File: config.mk
export PLATFORM = sky130hd
export DESIGN_NAME = rect_cmd_sequencer_flat
export DESIGN_NICKNAME = d
export VERILOG_FILES = /design/src/rtl/rect_cmd_sequencer_pkg.sv /design/src/rtl/rect_cmd_sequencer_if.sv /design/src/rtl/rect_cmd_sequencer_cmd_fifo.sv /design/src/rtl/rect_cmd_sequencer.sv /design/src/flat_wrapper.sv
export SDC_FILE = /design/constraint.sdc
export NUM_CORES = 1
export LEC_CHECK = 0
export BUFFER_PORTS_ARGS = -buffer_cell sky130_fd_sc_hd__buf_2
export CAP_MARGIN = 5
export CORE_ASPECT_RATIO = 1.75
export CORE_MARGIN = 8
export CORE_UTILIZATION = 40
export DETAILED_ROUTE_END_ITERATION = 8
export PLACE_DENSITY_LB_ADDON = 0.25
export SYNTH_ARGS = -nofsm -noshare
export SYNTH_HDL_FRONTEND = slang
export SYNTH_SLANG_ARGS = --single-unit
File: constraint.sdc
create_clock -name clock -period 4.9 [get_ports clock]
set_input_delay 0.98 -clock clock [delete_from_list [all_inputs] [get_ports clock]]
set_output_delay 0.98 -clock clock [all_outputs]
set_load 0.01 [all_outputs]
File: src/rtl/rect_cmd_sequencer_pkg.sv
// Shared screen geometry, command bundle layout and sequencer state encoding
// for the rectangle command sequencer.
package rect_cmd_sequencer_pkg;

  localparam int unsigned SCREEN_W = 320;
  localparam int unsigned SCREEN_H = 240;

  typedef struct packed {
    logic [8:0] x;
    logic [7:0] y;
    logic [8:0] w;
    logic [7:0] h;
    logic [2:0] colour;
  } rect_cmd_t;

  localparam int CMD_W = $bits(rect_cmd_t);

  typedef enum logic [1:0] {
    ST_IDLE  = 2'd0,
    ST_LOAD  = 2'd1,
    ST_ISSUE = 2'd2,
    ST_WAIT  = 2'd3
  } seq_state_t;

endpackage

File: src/rtl/rect_cmd_sequencer_if.sv
// Command channel from game/control logic plus the start/done channel to the
// drawing engine; master is the environment, slave is the sequencer.
interface rect_cmd_sequencer_if;
  logic       cmd_valid;
  logic       cmd_ready;
  logic [8:0] cmd_x;
  logic [7:0] cmd_y;
  logic [8:0] cmd_w;
  logic [7:0] cmd_h;
  logic [2:0] cmd_colour;

  logic       rect_start;
  logic [8:0] rect_xstart;
  logic [7:0] rect_ystart;
  logic [8:0] rect_width;
  logic [7:0] rect_height;
  logic [2:0] rect_colour;
  logic       rect_done;

  modport master (
    output cmd_valid, cmd_x, cmd_y, cmd_w, cmd_h, cmd_colour, rect_done,
    input  cmd_ready, rect_start, rect_xstart, rect_ystart, rect_width,
           rect_height, rect_colour
  );

  modport slave (
    input  cmd_valid, cmd_x, cmd_y, cmd_w, cmd_h, cmd_colour, rect_done,
    output cmd_ready, rect_start, rect_xstart, rect_ystart, rect_width,
           rect_height, rect_colour
  );
endinterface

File: src/rtl/rect_cmd_sequencer_cmd_fifo.sv
// Synchronous command FIFO; head entry is visible on rdata_o whenever the
// FIFO is non-empty.
module rect_cmd_sequencer_cmd_fifo
  import rect_cmd_sequencer_pkg::*;
#(
  parameter int DEPTH  = 4,
  parameter int ADDR_W = 2,
  parameter int WIDTH  = CMD_W
) (
  input  logic              clock,
  input  logic              resetn,
  input  logic              push_i,
  input  logic [WIDTH-1:0]  wdata_i,
  input  logic              pop_i,
  output logic [WIDTH-1:0]  rdata_o,
  output logic              full_o,
  output logic              empty_o,
  output logic [ADDR_W:0]   count_o
);

  logic [WIDTH-1:0]  mem_q [DEPTH];
  logic [ADDR_W-1:0] wr_ptr_q;
  logic [ADDR_W-1:0] rd_ptr_q;
  logic [ADDR_W:0]   count_q;
  logic [ADDR_W:0]   count_d;

  // NOTE: storage has no reset; an entry is only read after count_q shows it was written.
  always_ff @(posedge clock) begin
    if (push_i) mem_q[wr_ptr_q] <= wdata_i;
  end

  // NOTE: count_d gets its default first so every path assigns it and no latch is inferred.
  always_comb begin
    count_d = count_q;
    case ({push_i, pop_i})
      2'b10:   count_d = count_q + (ADDR_W+1)'(1);
      2'b01:   count_d = count_q - (ADDR_W+1)'(1);
      default: count_d = count_q;
    endcase
  end

  // NOTE: non-blocking assignments so every register updates from pre-edge values.
  always_ff @(posedge clock or negedge resetn) begin
    if (!resetn) begin
      wr_ptr_q <= '0;
      rd_ptr_q <= '0;
      count_q  <= '0;
    end else begin
      if (push_i) wr_ptr_q <= wr_ptr_q + ADDR_W'(1);
      if (pop_i)  rd_ptr_q <= rd_ptr_q + ADDR_W'(1);
      count_q <= count_d;
    end
  end

  assign rdata_o = mem_q[rd_ptr_q];
  assign full_o  = (count_q == (ADDR_W+1)'(DEPTH));
  assign empty_o = (count_q == '0);
  assign count_o = count_q;

endmodule

File: src/rtl/rect_cmd_sequencer.sv
// Queues draw commands, clips each to the screen, and issues them one at a
// time to the drawing engine with a start/done handshake.
module rect_cmd_sequencer
  import rect_cmd_sequencer_pkg::*;
#(
  parameter int DEPTH  = 4,
  parameter int ADDR_W = 2
) (
  input  logic                 clock,
  input  logic                 resetn,
  rect_cmd_sequencer_if.slave  bus,
  output logic                 busy_o,
  output logic [ADDR_W:0]      queue_count_o,
  output logic                 cmd_dropped_o
);

  rect_cmd_t  wr_cmd;
  rect_cmd_t  head_cmd;
  logic       fifo_full;
  logic       fifo_empty;
  logic       push;
  logic       pop;

  seq_state_t state_q;
  logic       busy_q;
  logic       start_q;
  logic       dropped_q;
  logic [8:0] xstart_q;
  logic [7:0] ystart_q;
  logic [8:0] width_q;
  logic [7:0] height_q;
  logic [2:0] colour_q;

  assign wr_cmd = '{x: bus.cmd_x, y: bus.cmd_y, w: bus.cmd_w,
                    h: bus.cmd_h, colour: bus.cmd_colour};
  assign push   = bus.cmd_valid && !fifo_full;
  assign pop    = (state_q == ST_LOAD);

  rect_cmd_sequencer_cmd_fifo #(
    .DEPTH  (DEPTH),
    .ADDR_W (ADDR_W),
    .WIDTH  (CMD_W)
  ) u_cmd_fifo (
    .clock   (clock),
    .resetn  (resetn),
    .push_i  (push),
    .wdata_i (wr_cmd),
    .pop_i   (pop),
    .rdata_o (head_cmd),
    .full_o  (fifo_full),
    .empty_o (fifo_empty),
    .count_o (queue_count_o)
  );

  logic [9:0] avail_w;
  logic [9:0] avail_h;
  logic       drop;
  logic [8:0] clip_w;
  logic [7:0] clip_h;

  // Off-screen origins show up as a zero or negative (borrowed) remaining span.
  always_comb begin
    avail_w = 10'(SCREEN_W) - {1'b0, head_cmd.x};
    avail_h = 10'(SCREEN_H) - {2'b00, head_cmd.y};
    drop    = avail_w[9] || (avail_w == '0) ||
              (avail_h[9:8] != 2'b00) || (avail_h == '0) ||
              (head_cmd.w == '0) || (head_cmd.h == '0);
    clip_w  = ({1'b0, head_cmd.w} < avail_w) ? head_cmd.w : avail_w[8:0];
    clip_h  = ({2'b00, head_cmd.h} < avail_h) ? head_cmd.h : avail_h[7:0];
  end

  always_ff @(posedge clock or negedge resetn) begin
    if (!resetn) begin
      state_q   <= ST_IDLE;
      busy_q    <= 1'b0;
      start_q   <= 1'b0;
      dropped_q <= 1'b0;
      xstart_q  <= '0;
      ystart_q  <= '0;
      width_q   <= '0;
      height_q  <= '0;
      colour_q  <= '0;
    end else begin
      start_q   <= 1'b0;
      dropped_q <= 1'b0;
      unique case (state_q)
        ST_IDLE: begin
          if (!fifo_empty) begin
            state_q <= ST_LOAD;
            busy_q  <= 1'b1;
          end
        end
        ST_LOAD: begin
          if (drop) begin
            dropped_q <= 1'b1;
            state_q   <= ST_IDLE;
            busy_q    <= 1'b0;
          end else begin
            xstart_q <= head_cmd.x;
            ystart_q <= head_cmd.y;
            width_q  <= clip_w;
            height_q <= clip_h;
            colour_q <= head_cmd.colour;
            start_q  <= 1'b1;
            state_q  <= ST_ISSUE;
          end
        end
        ST_ISSUE: state_q <= ST_WAIT;
        ST_WAIT: begin
          if (bus.rect_done) begin
            state_q <= ST_IDLE;
            busy_q  <= 1'b0;
          end
        end
        default: state_q <= ST_IDLE;
      endcase
    end
  end

  assign bus.cmd_ready   = !fifo_full;
  assign bus.rect_start  = start_q;
  assign bus.rect_xstart = xstart_q;
  assign bus.rect_ystart = ystart_q;
  assign bus.rect_width  = width_q;
  assign bus.rect_height = height_q;
  assign bus.rect_colour = colour_q;
  assign busy_o          = busy_q;
  assign cmd_dropped_o   = dropped_q;

endmodule

File: src/flat_wrapper.sv
// flat-port wrapper written by rule: the top's interface ports become plain ports
module rect_cmd_sequencer_flat import rect_cmd_sequencer_pkg::*;
#(
  parameter int DEPTH  = 4,
  parameter int ADDR_W = 2
)
  (clock, resetn, busy_o, queue_count_o, cmd_dropped_o, bus_cmd_valid, bus_cmd_x, bus_cmd_y, bus_cmd_w, bus_cmd_h, bus_cmd_colour, bus_rect_done, bus_cmd_ready, bus_rect_start, bus_rect_xstart, bus_rect_ystart, bus_rect_width, bus_rect_height, bus_rect_colour);
  rect_cmd_sequencer_if bus_i ();
  input  logic clock;
  input  logic resetn;
  output logic busy_o;
  output logic [ADDR_W:0] queue_count_o;
  output logic cmd_dropped_o;
  input wire logic [$bits(bus_i.cmd_valid)-1:0] bus_cmd_valid;
  input wire logic [$bits(bus_i.cmd_x)-1:0] bus_cmd_x;
  input wire logic [$bits(bus_i.cmd_y)-1:0] bus_cmd_y;
  input wire logic [$bits(bus_i.cmd_w)-1:0] bus_cmd_w;
  input wire logic [$bits(bus_i.cmd_h)-1:0] bus_cmd_h;
  input wire logic [$bits(bus_i.cmd_colour)-1:0] bus_cmd_colour;
  input wire logic [$bits(bus_i.rect_done)-1:0] bus_rect_done;
  output wire logic [$bits(bus_i.cmd_ready)-1:0] bus_cmd_ready;
  output wire logic [$bits(bus_i.rect_start)-1:0] bus_rect_start;
  output wire logic [$bits(bus_i.rect_xstart)-1:0] bus_rect_xstart;
  output wire logic [$bits(bus_i.rect_ystart)-1:0] bus_rect_ystart;
  output wire logic [$bits(bus_i.rect_width)-1:0] bus_rect_width;
  output wire logic [$bits(bus_i.rect_height)-1:0] bus_rect_height;
  output wire logic [$bits(bus_i.rect_colour)-1:0] bus_rect_colour;
  assign bus_i.cmd_valid = bus_cmd_valid;
  assign bus_i.cmd_x = bus_cmd_x;
  assign bus_i.cmd_y = bus_cmd_y;
  assign bus_i.cmd_w = bus_cmd_w;
  assign bus_i.cmd_h = bus_cmd_h;
  assign bus_i.cmd_colour = bus_cmd_colour;
  assign bus_i.rect_done = bus_rect_done;
  assign bus_cmd_ready = bus_i.cmd_ready;
  assign bus_rect_start = bus_i.rect_start;
  assign bus_rect_xstart = bus_i.rect_xstart;
  assign bus_rect_ystart = bus_i.rect_ystart;
  assign bus_rect_width = bus_i.rect_width;
  assign bus_rect_height = bus_i.rect_height;
  assign bus_rect_colour = bus_i.rect_colour;
  rect_cmd_sequencer #(.DEPTH(DEPTH), .ADDR_W(ADDR_W)) u_core (.clock(clock), .resetn(resetn), .bus(bus_i), .busy_o(busy_o), .queue_count_o(queue_count_o), .cmd_dropped_o(cmd_dropped_o));
endmodule
==> results.yml <==
critical_path:
  crit_path_end_kind: "register"
  critPathSlowestCell: "a2111oi_0"
  start_kind: "register"
  crit_top_cell: "inv_1"
  path_cells: "mux4_2 > inv_1 > ha_1 > inv_1 > or2_2 > nor2_1 > xnor2_1 > inv_1 > ha_1 > a21o_1 > a2111oi_0 > o211ai_1 > a21o_1 > and2_1 > mux2_2 > mux2_2"
  cp_max_fo: 9
  critPathKind: "register to register"
  crit_arrival_ps: 4720
  cp_data_required_time_ps: 5210
  critical_path.max_stage_delay_ps: 600
route:
  wire_per_inst_um: 21.8
  firstDrtPassIters: 5
  viasPerCell: 5.39
  detail-route-antenna-nets: 0
  postRouteWirelength_um: 18100
  route.vias.total: 4484
  drc: 0
  drtIter0Drc: 238
clock_network:
  htreeDepth: 4
  clock_latency_ps: 430
  cts_setup_buffers: 0
  clk_path_buf_depth: 2
  cts-buffers-inserted: 17
  clk_pin_slew_ps: 70
  cts_tree: "built"
  cts_resized: 0
  cts.sinks: 197
  holdBufCountCts: 0
  cts-root-buf: "clkbuf_16"
global_route:
  first_global_vias: 4917
  track_usage: 0.145
  antenna_found_initial: 2
  grt_max_degree: 50
  grt_pass1_wl_um: 28600
  overflow: 0
yosys:
  synth_nets: 533
  synth_cell_type_count: 52
  yosysWarnings: 0
  async_reset_ff_frac: 0.249
  synth-seq-area-share: 0.679
  yosys_register_bits: 197
  synth_common_cells: "148 x edfxtp_1, 49 x dfrtp_1, 37 x mux2_2"
  synth_most_common_cell: "edfxtp_1"
  synth.avg_cell_area_sq_um: 17.8
  syn-cell-area_sq_um: 8350
  synth_cells: 468
  synth_flop_cell: "edfxtp_1"
  synth.largest_area_cell: "edfxtp_1"
  synth_edf_count: 148
  synth.area.top_cells: "edfxtp_1 53%, dfrtp_1 15%, mux4_2 9.7%, mux2_2 5.0%, ha_1 3.4%"
  synthDominantCellAreaShare: 0.532
floorplanning:
  initial_core_util: 0.404
  row_count: 70
  fp.dieW_um: 125
  io_pins: 85
  core_sq_um: 20700
  dieArea_sq_um: 25900
  die_y_um: 207
sta:
  hold-worst-slack_ps: 504
  setup_viol: 0
  drv_slew: 0
  slew_headroom: 0.279
  rsz0062_at_grt: "no"
  fin_worst_skew_ps: 18.6
  tightest_slew_ps: 1080
  fin_setup_tns_ps: 0
  max_clock_freq_mhz: 226
  hold_viol: 0
  min_period_over_period: 0.901
  setup_slack_ps: 484
  finalCriticalPeriod_ps: 4420
cells_and_area:
  finish.utilization: 0.468
  drive_gt1_frac: 0.375
  nNetsFinal: 630
  multi_input_area_sq_um: 2490
  seq_area_sq_um: 5670
  finalInstanceArea_sq_um: 9680
  syn2layout_area_growth_pct: 15.9
  fin_cells: 832
  fillers: 1805
power_and_ir_drop:
  power_frac_comb: 0.453
  powerDensity_nw_per_um2: 738
  p_sw_mw: 2.59
  power.share.clock: 0.198
  ir_drop_mv: 0.336
  p_leak_nw: 3.68
  power.share.sequential: 0.349
  p_int_mw: 4.55
  swShare: 0.363
  p_total_mw: 7.14
place:
  dp_slack_ps: 514
  gp_congestion: 0.852
  port_buffers: 84
  numPlacedInstances: 798
  place_area_sq_um: 9080
  dpl.hpwl_um: 12500
worst_hold_path:
  hold_class: "register to register"
status:
  status: "finished clean"
run:
  cap_violations: 0
## power by group through the flow
stage / Combinational (mW) / Sequential (mW) / Clock, mW
after detailed placement: 3.29 / 2.54 / 0
after global placement: 3.21 / 2.52 / 0
after global routing: 3.58 / 2.54 / 1.50
after floorplan: 2.28 / 2.55 / 0
after CTS: 3.31 / 2.50 / 1.44
final: 3.24 / 2.49 / 1.41
## cell families after synthesis
group           share of synthesized area
flops                               0.679
mux                                 0.166
simple gates                       0.0388
compound gates                     0.0396
buf+inv                            0.0232
fa+ha+maj                          0.0369
xor+xnor                           0.0168
## state kept, by name, indices dropped and copies added, names as in the netlist, 2 cells and up, named ones only
register / count
u_core.u_cmd_fifo.count_o: 3
u_core.bus.rect_colour: 3
u_core.bus.rect_width: 9
u_core.bus.rect_ystart: 8
u_core.bus.rect_height: 8
u_core.u_cmd_fifo.mem_q: 148
u_core.u_cmd_fifo.wr_ptr_q: 2
u_core.u_cmd_fifo.rd_ptr_q: 2
u_core.bus.rect_xstart: 9
## critical path, delay by kind of cell, from the launching register on
family	cells	cell delay, ps
mux	3	1180
compound gates	4	1150
simple gates	3	760
fa+ha+maj	2	450
flops	1	410
buf+inv	3	220
xor+xnor	1	150
## cell type report
class,count,share of cell area
antenna,2,0.000517
sequential,197,0.586
clock buffer,17,0.0440
inverter,28,0.0109
clock inverter,15,0.0173
multi-input combinational,229,0.258
tap,252,0.0326
timing repair buffer,92,0.0509
## layer usage
metal | wire [um] | up-vias | track usage
met2 | 10100 | 83 | 0.270
met1 | 6980 | 2362 | 0.155
li1 | - | 2020 | -
met5 | 0 | - | 0
met3 | 622 | 19 | 0.0257
met4 | 411 | 0 | 0.0655
## placed cells by master (no fill, tap or decap), types with 3 or more instances in the layout
master and n:
nand2b_1 3, xor2_1 5, buf_4 7, and2_1 5, and3_2 4, mux2_2 37
nand3_1 4, buf_2 84, a21oi_1 4, nor2_1 10, dfrtp_1 48, nand2_1 10
nor4_1 4, mux2_4 8, xnor2_1 11, clkbuf_16 17, mux4_2 36, inv_6 4
nor2b_1 3, inv_1 28, nor3_1 3, edfxtp_1 148, clkinv_4 4, ha_1 23
o21ai_0 20, a21o_1 3
## path summary, 6_finish.rpt
check,start,endpoint,slack (ps),cells after the start
setup / recovery,u_core.u_cmd_fifo.rd_ptr_q[0]$_DFFE_PN0P_,u_core.bus.rect_width[3]$_DFFE_PN0P_,480,16
hold / removal,u_core.state_q[0]$_DFFE_PN0P_,u_core.state_q[0]$_DFFE_PN0P_,500,1
hold reg to reg,u_core.state_q[0]$_DFFE_PN0P_,u_core.state_q[0]$_DFFE_PN0P_,500,1
setup reg to reg,u_core.u_cmd_fifo.rd_ptr_q[0]$_DFFE_PN0P_,u_core.bus.rect_width[3]$_DFFE_PN0P_,480,16
min in group asynchronous,resetn,u_core.bus.rect_colour[2]$_DFFE_PN0P_,680,2
max in group asynchronous,resetn,u_core.u_cmd_fifo.rd_ptr_q[0]$_DFFE_PN0P_,3700,2
No activity file was read; power rests on OpenSTA's default activity.
